[src/rtl/ts_tx_ser.sv]
// Training-set transmit stage: a small FIFO of 128-bit TSs feeding a byte
// serializer with K-character flagging, a saturating TS counter and sticky overflow.
module ts_tx_ser #(
  parameter int DEPTH = 4,
  parameter int AW    = 2,
  parameter int CNT_W = 16
) (
  input  logic             clk,
  input  logic             rst,
  input  logic             ts_valid,
  input  logic [127:0]     ts,
  output logic             ts_tx_fifo_full,
  input  logic             ts_flush,
  output logic [7:0]       sym_data,
  output logic             sym_k,
  output logic             sym_first,
  output logic             sym_valid,
  input  logic             sym_ready,
  output logic [CNT_W-1:0] ts_tx_cnt,
  output logic             ovf
);

  localparam logic [7:0]  COM    = 8'hBC;
  localparam logic [7:0]  PADG12 = 8'hF7;
  localparam logic [AW:0] DEPTH_C = (AW+1)'(DEPTH);

  typedef enum logic {IDLE, SEND} state_t;

  state_t         state_q, state_d;
  logic [127:0]   mem [DEPTH];
  logic [AW-1:0]  wr_ptr, rd_ptr;
  logic [AW:0]    count, count_d;
  logic [127:0]   sreg;
  logic [3:0]     idx;
  logic           push, pop, drop, accept, last;

  assign accept = (state_q == SEND) && sym_ready;
  assign last   = accept && (idx == 4'd15);

  always_comb begin
    state_d = state_q;
    pop     = 1'b0;
    case (state_q)
      IDLE: begin
        if (count != '0 && !ts_flush) begin
          pop     = 1'b1;
          state_d = SEND;
        end
      end
      SEND: begin
        if (last) begin
          if (count != '0 && !ts_flush) pop = 1'b1;
          else                          state_d = IDLE;
        end
      end
      default: state_d = IDLE;
    endcase
  end

  // A pop on the same edge frees the head slot, so a push is accepted even at full.
  assign push = ts_valid && !ts_flush && ((count < DEPTH_C) || pop);
  assign drop = ts_valid && !ts_flush && !push;

  always_comb begin
    if (ts_flush) count_d = '0;
    else          count_d = count + (AW+1)'(push) - (AW+1)'(pop);
  end

  always_ff @(posedge clk) begin
    if (push) mem[wr_ptr] <= ts;
  end

  always_ff @(posedge clk) begin
    if (rst) begin
      state_q         <= IDLE;
      wr_ptr          <= '0;
      rd_ptr          <= '0;
      count           <= '0;
      ts_tx_fifo_full <= 1'b0;
      ovf             <= 1'b0;
      ts_tx_cnt       <= '0;
      sreg            <= '0;
      idx             <= '0;
    end else begin
      state_q         <= state_d;
      count           <= count_d;
      ts_tx_fifo_full <= (count_d >= DEPTH_C - 1'b1);
      if (drop) ovf <= 1'b1;
      if (ts_flush) begin
        wr_ptr <= '0;
        rd_ptr <= '0;
      end else begin
        if (push) wr_ptr <= wr_ptr + 1'b1;
        if (pop)  rd_ptr <= rd_ptr + 1'b1;
      end
      if (pop) begin
        sreg <= mem[rd_ptr];
        idx  <= '0;
      end else if (accept) begin
        sreg <= {sreg[119:0], 8'h00};
        idx  <= idx + 4'd1;
      end
      if (last && ts_tx_cnt != '1) ts_tx_cnt <= ts_tx_cnt + 1'b1;
    end
  end

  always_comb begin
    sym_valid = (state_q == SEND);
    sym_data  = sym_valid ? sreg[127:120] : '0;
    sym_first = sym_valid && (idx == 4'd0);
    sym_k     = sym_valid && (((idx == 4'd0) && (sym_data == COM)) ||
                              (((idx == 4'd1) || (idx == 4'd2)) && (sym_data == PADG12)));
  end

endmodule

[config.mk]
export PLATFORM = sky130hd
export DESIGN_NAME = ts_tx_ser
export DESIGN_NICKNAME = d
export VERILOG_FILES = /design/src/rtl/ts_tx_ser.sv
export SDC_FILE = /design/constraint.sdc
export NUM_CORES = 1
export LEC_CHECK = 0
export CAP_MARGIN = 30
export CORE_MARGIN = 8
export CORE_UTILIZATION = 28
export DETAILED_ROUTE_END_ITERATION = 7
export HOLD_SLACK_MARGIN = 0.12
export SYNTH_ARGS = -nofsm -noshare
export SYNTH_HDL_FRONTEND = slang
export SYNTH_SLANG_ARGS = --single-unit
[constraint.sdc]
create_clock -name clk -period 9.15 [get_ports clk]
set_input_delay 2.745 -clock clk [delete_from_list [all_inputs] [get_ports clk]]
set_output_delay 2.745 -clock clk [all_outputs]
set_load 0.02 [all_outputs]
==> reports/results.txt, run 1 <==
outcome = complete, no violations
Synth Area in Compound Gates = 5.22%
Setup Crit Path Kind = in -> reg
die height = 318 microns
Die Width = 318 microns
# fillers = 8483
WP data arrival = 6510 ps
cell taking the most area after synthesis = edfxtp_1
Fin. Hold Viols = 0
Hold Crit Depth = 2
worst r2r src = idx[0]$_SDFFE_PP0P_
Comb power frac = 4.7%
Area contributors post-synth = edfxtp_1 60%, dfxtp_1 13%, mux4_2 11%
M1 WL = 25.4 mm
R2R setup slack = 5140 ps
# DRC = 0
number of buffers created by CTS = 70
total power = 6.57 mW
sequential share of power = 51.8%
DRT antenna net count = 0
most common cell after layout, fill and taps aside = edfxtp_1
mux contribution to synthesized area = 11.4%
Switching Share = 21.2%
most frequent cells in the layout = 512 x edfxtp_1, 259 x nand2_1, 160 x clkdlybuf4s50_1
port bufs = 161
max-cap violations = 0
Fin Hold WS = 472 ps
WL met3 = 4.91 mm
hold worst-path end = sreg[3]$_SDFFE_PP0P_
Worst Setup SP = sym_ready
clk_lat worst skew = 620 ps
pwr dens = 214 nW/um^2
Yosys reg bits = 672
NetSw = 1.39 mW
Setup TNS = 0 ps
full die area = 101000 sq um
vias in the first global route = 14566
ys flop type = edfxtp_1
Max H-tree Level = 3
IR Drop Worst-Case VDD = 0.000120 V
Core Area = 90100 sq um
post-synthesis sequential area ratio = 72.9%
Ys Warns = 0
XOR/XNOR Fraction of Synth Area = 0.241%
final setup fails = 0
Worst Reg-to-Reg Cells = 13
antenna violations before repair = 32
Final Critical Period = 6000 ps
post-synthesis simple-gate area fraction = 7.75%
critical path's largest stage delay = 670 ps
CP Capture Type = flop
Mapped Cells = 1573
largest family of logic cells by synthesized area = multiplexers
Mapped Nets = 1718
RR Endpoint = ts_tx_fifo_full$_SDFF_PP0_
post-synth top area share = 60.3%
CP Launch Type = input port
layout cells sized above 1 = 14.6%
Buffers & Inverters on Critical Path = 4
Vias = 14002
first-pass GRT wire length = 91.6 mm
CTS sink cnt = 672
CP required = 9660 ps
Max clock buf depth = 3
final worst-path cycle share = 65.6%
gr usage total = 11.7%
worst-path maximum fanout = 75
nets = 1860
vias per cell = 4.73
slowest CP cell = clkinv_1
Initial DRT Pass Iterations = 5
Iter 0 DRT Violations = 1009
Core Rows = 110
Worst-path clk slew = 60 ps
postcts setup bufs = 0
CTS tree = done
Internal = 5.18 mW
P&R area growth vs syn = 20.6%
WL/cell = 20.4 microns
clock power share = 43.5%
dpl hpwl = 36.4 mm
initial core utilization = 28.3%
Tightest Pin Transition = 1010 ps
number of synthesized flops with an enable pin = 512
IO Pins = 162
achievable frequency = 167 MHz
synth unique cells = 41
clk root buf = clkbuf_16
synthesized cell area = 25500 sq um
CP Cell Sequence = clkdlybuf4s50_1 > nand4_1 > a211o_4 > clkinv_1 > ha_1 > inv_1 > ha_1 > inv_1 > fa_1 > xnor2_1 > xnor2_1 > and2_1 > a21o_1
top sig layer = met5
Slew HR = 32.6%
syn_area_per_cell = 16.2 sq um
DR WL met2 = 29.0 mm
Slew Viols, Final = 0
number of gates resized after CTS = 0
hold_sp = sreg[3]$_SDFFE_PP0P_
gr ovfl total = 0
RSZ-0062 raised after global routing = false
Routed WL = 60.4 mm
largest net degree at the start of global routing = 129
placer congestion estimate = 0.709
Clock Skews = 40.4 ps
delay-heaviest family, CP = buffers and inverters
hold_buf cts = 0
HP Class = reg -> reg
fraction of the mapped netlist area in adder cells = 0.619%
leakage = 9.21 nW
ys async rst share = 0%
[cells in the mapped netlist (11+ instances only)]
| master | instances |
|---|---|
| dfxtp_1 | 160 |
| a21oi_1 | 27 |
| nor2_1 | 130 |
| mux4_2 | 128 |
| and2_1 | 15 |
| nor3_1 | 14 |
| edfxtp_1 | 512 |
| nand2_1 | 260 |
| o31ai_1 | 11 |
| a311oi_1 | 120 |
| ha_1 | 11 |
| nand3_1 | 13 |
| buf_2 | 38 |
| clkbuf_1 | 65 |
[logic make-up (layout without fill, tap and decap cells)]
group	count (synthesis)	after routing
AO/OA/AOI/OAI	167	167
XOR/XNOR	7	7
adder cells (fa/ha/maj)	12	12
buffers and inverters	117	315
flip-flops	672	672
multiplexers	129	129
other	0	12
AND/OR/NAND/NOR	469	469
[metrics by stage]
stage | instance area, sq um | util, % | setup slack, ps | std cells
4_1_cts | 30700 | 34.1 | 3120 | 2947
3_5_place_dp | 28400 | 31.5 | 2460 | 2819
3_3_place_gp | 28300 | 31.4 | 2480 | 2817
2_1_floorplan | 25500 | - | 2220 | 1573
6_report | 30700 | 34.1 | 3150 | 2959
5_1_grt | 30700 | 34.1 | 2840 | 2948
[worst reg2reg max path: cells and delay by family (launching register included)]
kind | cells | cell delay (ps)
adder cells (fa/ha/maj) | 4 | 1320
buffers and inverters | 3 | 800
AO/OA/AOI/OAI | 2 | 790
AND/OR/NAND/NOR | 2 | 370
flip-flops | 1 | 360
XOR/XNOR | 2 | 260
[state kept, by name (all words and copies together), names as in the netlist, named ones only]
signal,cells
sreg,128
ts_tx_fifo_full,1
mem,512
rd_ptr,2
ovf,1
wr_ptr,2
ts_tx_cnt,16
sym_valid,1
count,3
idx,4
[routing by layer]
layer / global-route usage (%) / up-vias
met5: 0 / -
met1: 14.5 / 7149
met2: 19.2 / 311
li1: - / 6428
met3: 4.26 / 88
met4: 2.99 / 26
[power by group through the flow]
stage / clock (mW) / sequential [mW] / combinational, mW
2_1_floorplan: 0 / 3.46 / 0.179
5_1_grt: 3.04 / 3.41 / 0.338
3_3_place_gp: 0 / 3.47 / 0.304
6_report: 2.85 / 3.40 / 0.309
4_1_cts: 2.94 / 3.40 / 0.316
3_5_place_dp: 0 / 3.47 / 0.314
[how the worst max path moves through the flow]
stage	endpoint	slack (ps)	cells past startpoint
2_1_floorplan	mem[0][0]$_DFFE_PP_	2220	4
3_3_place_gp	ts_tx_fifo_full$_SDFF_PP0_	2480	13
3_5_place_dp	ts_tx_fifo_full$_SDFF_PP0_	2460	13
4_1_cts	ts_tx_fifo_full$_SDFF_PP0_	3120	13
5_1_grt	ts_tx_fifo_full$_SDFF_PP0_	2840	13
6_report	ts_tx_fifo_full$_SDFF_PP0_	3150	13
[area by class of cell]
class	instances	area (sq um)	area share, %
inverter	11	41.3	0.134
tap	1176	1470	4.79
multi-input combinational	784	6440	21.0
antenna	12	30.0	0.0977
sequential	672	18600	60.5
clock buffer	101	1980	6.44
timing repair buffer	176	1820	5.92
clock inverter	27	360	1.17
Power figures use the tool's default switching activity.
==> run 2: changes to the inputs <==
- clock period: 9.15 -> 5.5 ns (I/O delays scaled with it)
==> reports/results.txt, run 2 (same netlist as run 1, synthesis figures left out) <==
R2R setup slack = 2380 ps (-2760 ps)
Max H-tree Level = 3 (unchanged)
Slew Viols, Final = 0 (unchanged)
IO Pins = 162 (unchanged)
P&R area growth vs syn = 21.1%
slowest CP cell = clkdlybuf4s50_1
layout cells sized above 1 = 15.5% (+0.87 points)
most frequent cells in the layout = 512 x edfxtp_1, 259 x nand2_1, 160 x clkdlybuf4s50_1
most common cell after layout, fill and taps aside = edfxtp_1
CP Launch Type = input port
Setup TNS = 0 ps (unchanged)
number of gates resized after CTS = 0 (unchanged)
Initial DRT Pass Iterations = 5 (unchanged)
Buffers & Inverters on Critical Path = 5 (+1)
port bufs = 161 (unchanged)
max FFs per register = 512 (unchanged)
Final Non-Filler Cells = 2976 (+0.57%)
vias in the first global route = 14738 (+1.2%)
final worst-path cycle share = 73.3%
Iter 0 DRT Violations = 993 (-1.6%)
Worst-path clk slew = 60 ps (about the same)
met1 Track Usage GR = 14.9% (+0.48 points)
CP Capture Type = flop
gr ovfl total = 0 (unchanged)
achievable frequency = 248 MHz
full die area = 101000 sq um (unchanged)
Most common cell on crit path = inv_1
antenna violations before repair = 27 (-16%)
WL/cell = 20.7 microns (+1.4%)
Setup Crit Path Kind = in -> reg
Top Registers = mem (512), sreg (128), ts_tx_cnt (16)
RSZ-0062 raised after global routing = false
RR Endpoint = ts_tx_fifo_full$_SDFF_PP0_
hold worst-path end = sreg[2]$_SDFFE_PP0P_
Fin. Hold Viols = 0 (unchanged)
Clock Skews = 17.6 ps (-22.9 ps)
routing usage on met2 = 19.6% (+0.39 points)
Final Critical Period = 4030 ps
placer congestion estimate = 0.718 (+1.2%)
Core Rows = 110 (unchanged)
GR peak layer = met2
CP Cell Sequence = clkdlybuf4s50_1 > nand4_1 > a31oi_1 > buf_4 > inv_1 > ha_1 > inv_1 > ha_1 > inv_1 > fa_1 > xnor2_1 > xnor2_1 > and2_1 > a21o_1
Slew HR = 35.7% (+3.1 points)
nets = 1875 (+0.81%)
Top reg by flops = mem
WP data arrival = 4520 ps (-1990 ps)
dpl hpwl = 38.1 mm (+4.5%)
Die Width = 318 microns (unchanged)
initial core utilization = 28.3% (unchanged)
die height = 318 microns (unchanged)
postcts setup bufs = 0 (unchanged)
worst r2r src = idx[0]$_SDFFE_PP0P_
vias per cell = 4.75 (+0.48%)
CTS sink cnt = 672 (unchanged)
HP Class = reg -> reg
clk_lat worst skew = 610 ps (about the same)
Core Area = 90100 sq um (unchanged)
Max clock buf depth = 3 (unchanged)
delay-heaviest family, CP = buffers and inverters
# fillers = 8463 (-0.24%)
pwr dens = 350 nW/um^2 (+64%)
outcome = complete, no violations
# DRC = 0 (unchanged)
max-cap violations = 0 (unchanged)
Vias = 14150 (+1.1%)
CP required = 5990 ps (-3670 ps)
hold_buf cts = 0 (unchanged)
worst-path maximum fanout = 7 (-91%)
final setup fails = 0 (unchanged)
Worst Setup SP = sym_ready
Worst Reg-to-Reg Cells = 14 (+1)
clk root buf = clkbuf_16
Inst Count DP = 2833 (+0.50%)
number of buffers created by CTS = 71 (+1.4%)
DRT antenna net count = 0 (unchanged)
CTS tree = done
gr usage total = 12.0% (+0.31 points)
met3 track demand over resource = 3.92% (-0.34 points)
Hold Crit Depth = 2 (unchanged)
Tightest Pin Transition = 965 ps (-45.9 ps)
critical path's largest stage delay = 550 ps (-120 ps)
IR Drop Worst-Case VDD = 0.000209 V (+74%)
hold_sp = sreg[2]$_SDFFE_PP0P_
Routed WL = 61.5 mm (+2.0%)
leakage = 9.28 nW (+0.75%)
first-pass GRT wire length = 93.2 mm (+1.7%)
largest net degree at the start of global routing = 130 (+0.78%)
-- run 2: worst max-delay path by stage --
| stage | to | cells after the start |
|---|---|---|
| floorplan | mem[0][0]$_DFFE_PP_ | 4 |
| global placement | ts_tx_fifo_full$_SDFF_PP0_ | 14 |
| detailed placement | ts_tx_fifo_full$_SDFF_PP0_ | 14 |
| CTS | ts_tx_fifo_full$_SDFF_PP0_ | 14 |
| global route | ts_tx_fifo_full$_SDFF_PP0_ | 14 |
| finish | ts_tx_fifo_full$_SDFF_PP0_ | 14 |
-- run 2: power by group --
group          leakage [nW]  internal (mW)  switching [mW]
combinational          2.23          0.243           0.279
clock                  1.10           2.65            1.95
sequential             5.95           5.60          0.0747
total                  9.28           8.49            2.30
-- run 2: worst register-to-register path: stages (launching register included) --
cell	delay, ps
dfxtp_1	430
ha_1	270
nand4_1	220
a31oi_1	270
buf_4	190
inv_1	70
ha_1	290
inv_1	60
ha_1	140
inv_1	60
fa_1	410
xnor2_1	150
xnor2_1	130
and2_1	170
a21o_1	160
-- run 2: per-stage QoR --
| step | area (sq um) | utilization, % | worst slack, ps | hold slack (ps) | total power, mW |
|---|---|---|---|---|---|
| 6_report | 30900 | 34.2 | 1470 | 469 | 10.8 |
| 5_1_grt | 30800 | 34.2 | 1340 | 497 | 11.2 |
| 2_1_floorplan | 25500 | - | 1070 | 448 | 6.05 |
| 3_5_place_dp | 28600 | 31.7 | 898 | 462 | 6.31 |
| 3_3_place_gp | 28500 | 31.7 | 911 | 462 | 6.29 |
| 4_1_cts | 30800 | 34.2 | 1540 | 470 | 10.9 |
-- run 2: routing by layer --
| layer | wire (microns) | part of all wire, % |
|---|---|---|
| met1 | 26000 | 42 |
| met5 | 175 | 0.28 |
| met4 | 1130 | 1.8 |
| met2 | 29600 | 48 |
| met3 | 4610 | 7.5 |
-- run 2: final cells by class --
| class | count | area [sq um] | area share [%] |
|---|---|---|---|
| sequential | 672 | 18600 | 60.2 |
| antenna | 12 | 30.0 | 0.0973 |
| clock buffer | 96 | 1940 | 6.29 |
| timing repair buffer | 190 | 2030 | 6.59 |
| multi-input combinational | 784 | 6440 | 20.9 |
| tap | 1176 | 1470 | 4.77 |
| clock inverter | 35 | 312 | 1.01 |
| inverter | 11 | 41.3 | 0.134 |
==> run 3: changes to the inputs <==
- clock period: 5.5 -> 3.8 ns (I/O delays scaled with it)
==> reports/results.txt, run 3 (same netlist as run 1, synthesis figures left out) <==
full die area = 101000 sq um (unchanged)
Die Width = 318 microns (unchanged)
postcts setup bufs = 0 (unchanged)
DRT antenna net count = 0 (unchanged)
clk root buf = clkbuf_16
WL/cell = 20.7 microns (about the same)
Worst-path clk slew = 60 ps (about the same)
Routed WL = 61.7 mm (+0.23%)
port bufs = 161 (unchanged)
layout cells sized above 1 = 16.2% (+0.74 points)
setup ws final = 351 ps (-1120 ps)
Max clock buf depth = 3 (unchanged)
hold_buf cts = 0 (unchanged)
achievable frequency = 290 MHz
final worst-path cycle share = 90.8%
vias per cell = 4.77 (+0.41%)
HP Class = reg -> reg
Final Critical Period = 3450 ps
IO Pins = 162 (unchanged)
dpl hpwl = 37.7 mm (-0.88%)
P&R area growth vs syn = 22.3%
max FFs per register = 512 (unchanged)
first-pass GRT wire length = 94.3 mm (+1.2%)
worst r2r src = idx[0]$_SDFFE_PP0P_
Top Registers = mem (512), sreg (128), ts_tx_cnt (16)
Top reg by flops = mem
Clock Skews = 34.4 ps (+16.8 ps)
nets = 1884 (+0.48%)
Slew Viols, Final = 0 (unchanged)
Tightest Pin Transition = 962 ps (-3.22 ps)
Final Non-Filler Cells = 2983 (+0.24%)
outcome = complete, no violations
Inst Count DP = 2841 (+0.28%)
Iter 0 DRT Violations = 1116 (+12%)
initial core utilization = 28.3% (unchanged)
placer congestion estimate = 0.707 (-1.5%)
largest net degree at the start of global routing = 141 (+8.5%)
Fin Hold WS = 458 ps (-11.4 ps)
Fin. Hold Viols = 0 (unchanged)
hold_sp = sreg[4]$_SDFFE_PP0P_
Max H-tree Level = 3 (unchanged)
leakage = 9.42 nW (+1.5%)
vias in the first global route = 14916 (+1.2%)
Core Rows = 110 (unchanged)
CP Launch Type = flop
pwr dens = 516 nW/um^2 (+48%)
die height = 318 microns (unchanged)
antenna violations before repair = 20 (-26%)
clk_lat worst skew = 620 ps (about the same)
gr usage total = 12.0% (+0.053 points)
CP Capture Type = output port
max-cap violations = 0 (unchanged)
CTS sink cnt = 672 (unchanged)
# fillers = 8510 (+0.56%)
Setup Crit Path Kind = reg -> out
CP required = 2660 ps (-3330 ps)
number of gates resized after CTS = 0 (unchanged)
Setup TNS = 0 ps (unchanged)
number of buffers created by CTS = 72 (+1.4%)
most frequent cells in the layout = 512 x edfxtp_1, 259 x nand2_1, 160 x clkdlybuf4s50_1
WP data arrival = 2310 ps (-2210 ps)
most common cell after layout, fill and taps aside = edfxtp_1
gr ovfl total = 0 (unchanged)
Core Area = 90100 sq um (unchanged)
Initial DRT Pass Iterations = 5 (unchanged)
IR Drop Worst-Case VDD = 0.000318 V (+52%)
worst-path maximum fanout = 17 (+10)
Slew HR = 35.9% (+0.21 points)
RSZ-0062 raised after global routing = false
worst slack, placed = -35.0 ps (-933 ps)
final setup fails = 0 (unchanged)
# DRC = 0 (unchanged)
Worst Setup SP = sym_valid$_SDFF_PP0_
CTS tree = done
Vias = 14242 (+0.65%)
==> run 3: cell types whose count changed in the layout (fill, tap and decap cells not counted), moves of 2 or more <==
cell,before,now
diode_2,12,8
clkinv_4,4,2
clkinv_8,1,3
buf_4,14,17
clkinv_1,11,9
clkbuf_8,5,9
clkbuf_1,19,17
buf_12,15,21
bufinv_16,3,7
==> run 3: worst paths after layout <==
check                           slack [ps]                          to  cells after the start
worst min-delay path                   460       sreg[12]$_SDFFE_PP0P_                      2
worst max register to register         850  ts_tx_fifo_full$_SDFF_PP0_                     13
worst max-delay path                   350                       sym_k                      3
worst min register to register         460       sreg[12]$_SDFFE_PP0P_                      2
==> run 3: worst max-delay path: stages, from the launching register on <==
cell and delay [ps]:
dfxtp_1 700, nand2_1 100, nor3_1 240, clkdlybuf4s50_1 640
==> run 3: layer usage <==
layer / GRT usage [%] / up-vias / part of all wire (%)
met1: 15.1 / 7321 / 42
met3: 3.83 / 81 / 7.3
li1: - / 6485 / -
met5: 0 / - / 0.20
met2: 19.9 / 335 / 48
met4: 3.41 / 20 / 1.6
==> run 3: area by class of cell <==
| cell class | instances | area, sq um | area share [%] |
|---|---|---|---|
| diodes | 8 | 20.0 | 0.0642 |
| clock buffers | 98 | 1990 | 6.38 |
| clock inverters | 36 | 459 | 1.47 |
| inverters | 11 | 41.3 | 0.133 |
| multi-input cells | 784 | 6440 | 20.7 |
| flip-flops and latches | 672 | 18600 | 59.6 |
| well taps | 1176 | 1470 | 4.72 |
| repair buffers | 198 | 2150 | 6.90 |
==> run 3: through the flow <==
stage                     cell area, sq um  util (%)  power [mW]
final                                31200      34.6        16.1
after detailed placement             28700      31.8        9.14
after CTS                            31100      34.5        16.3
after global routing                 31100      34.5        16.7
after global placement               28700      31.8        9.11
after floorplan                      25500         -        8.75
==> run 3: power by group <==
| group | internal [mW] | switching (mW) |
|---|---|---|
| clock | 4.21 | 2.91 |
| combinational | 0.359 | 0.412 |
| sequential | 8.10 | 0.0966 |
| total | 12.7 | 3.42 |
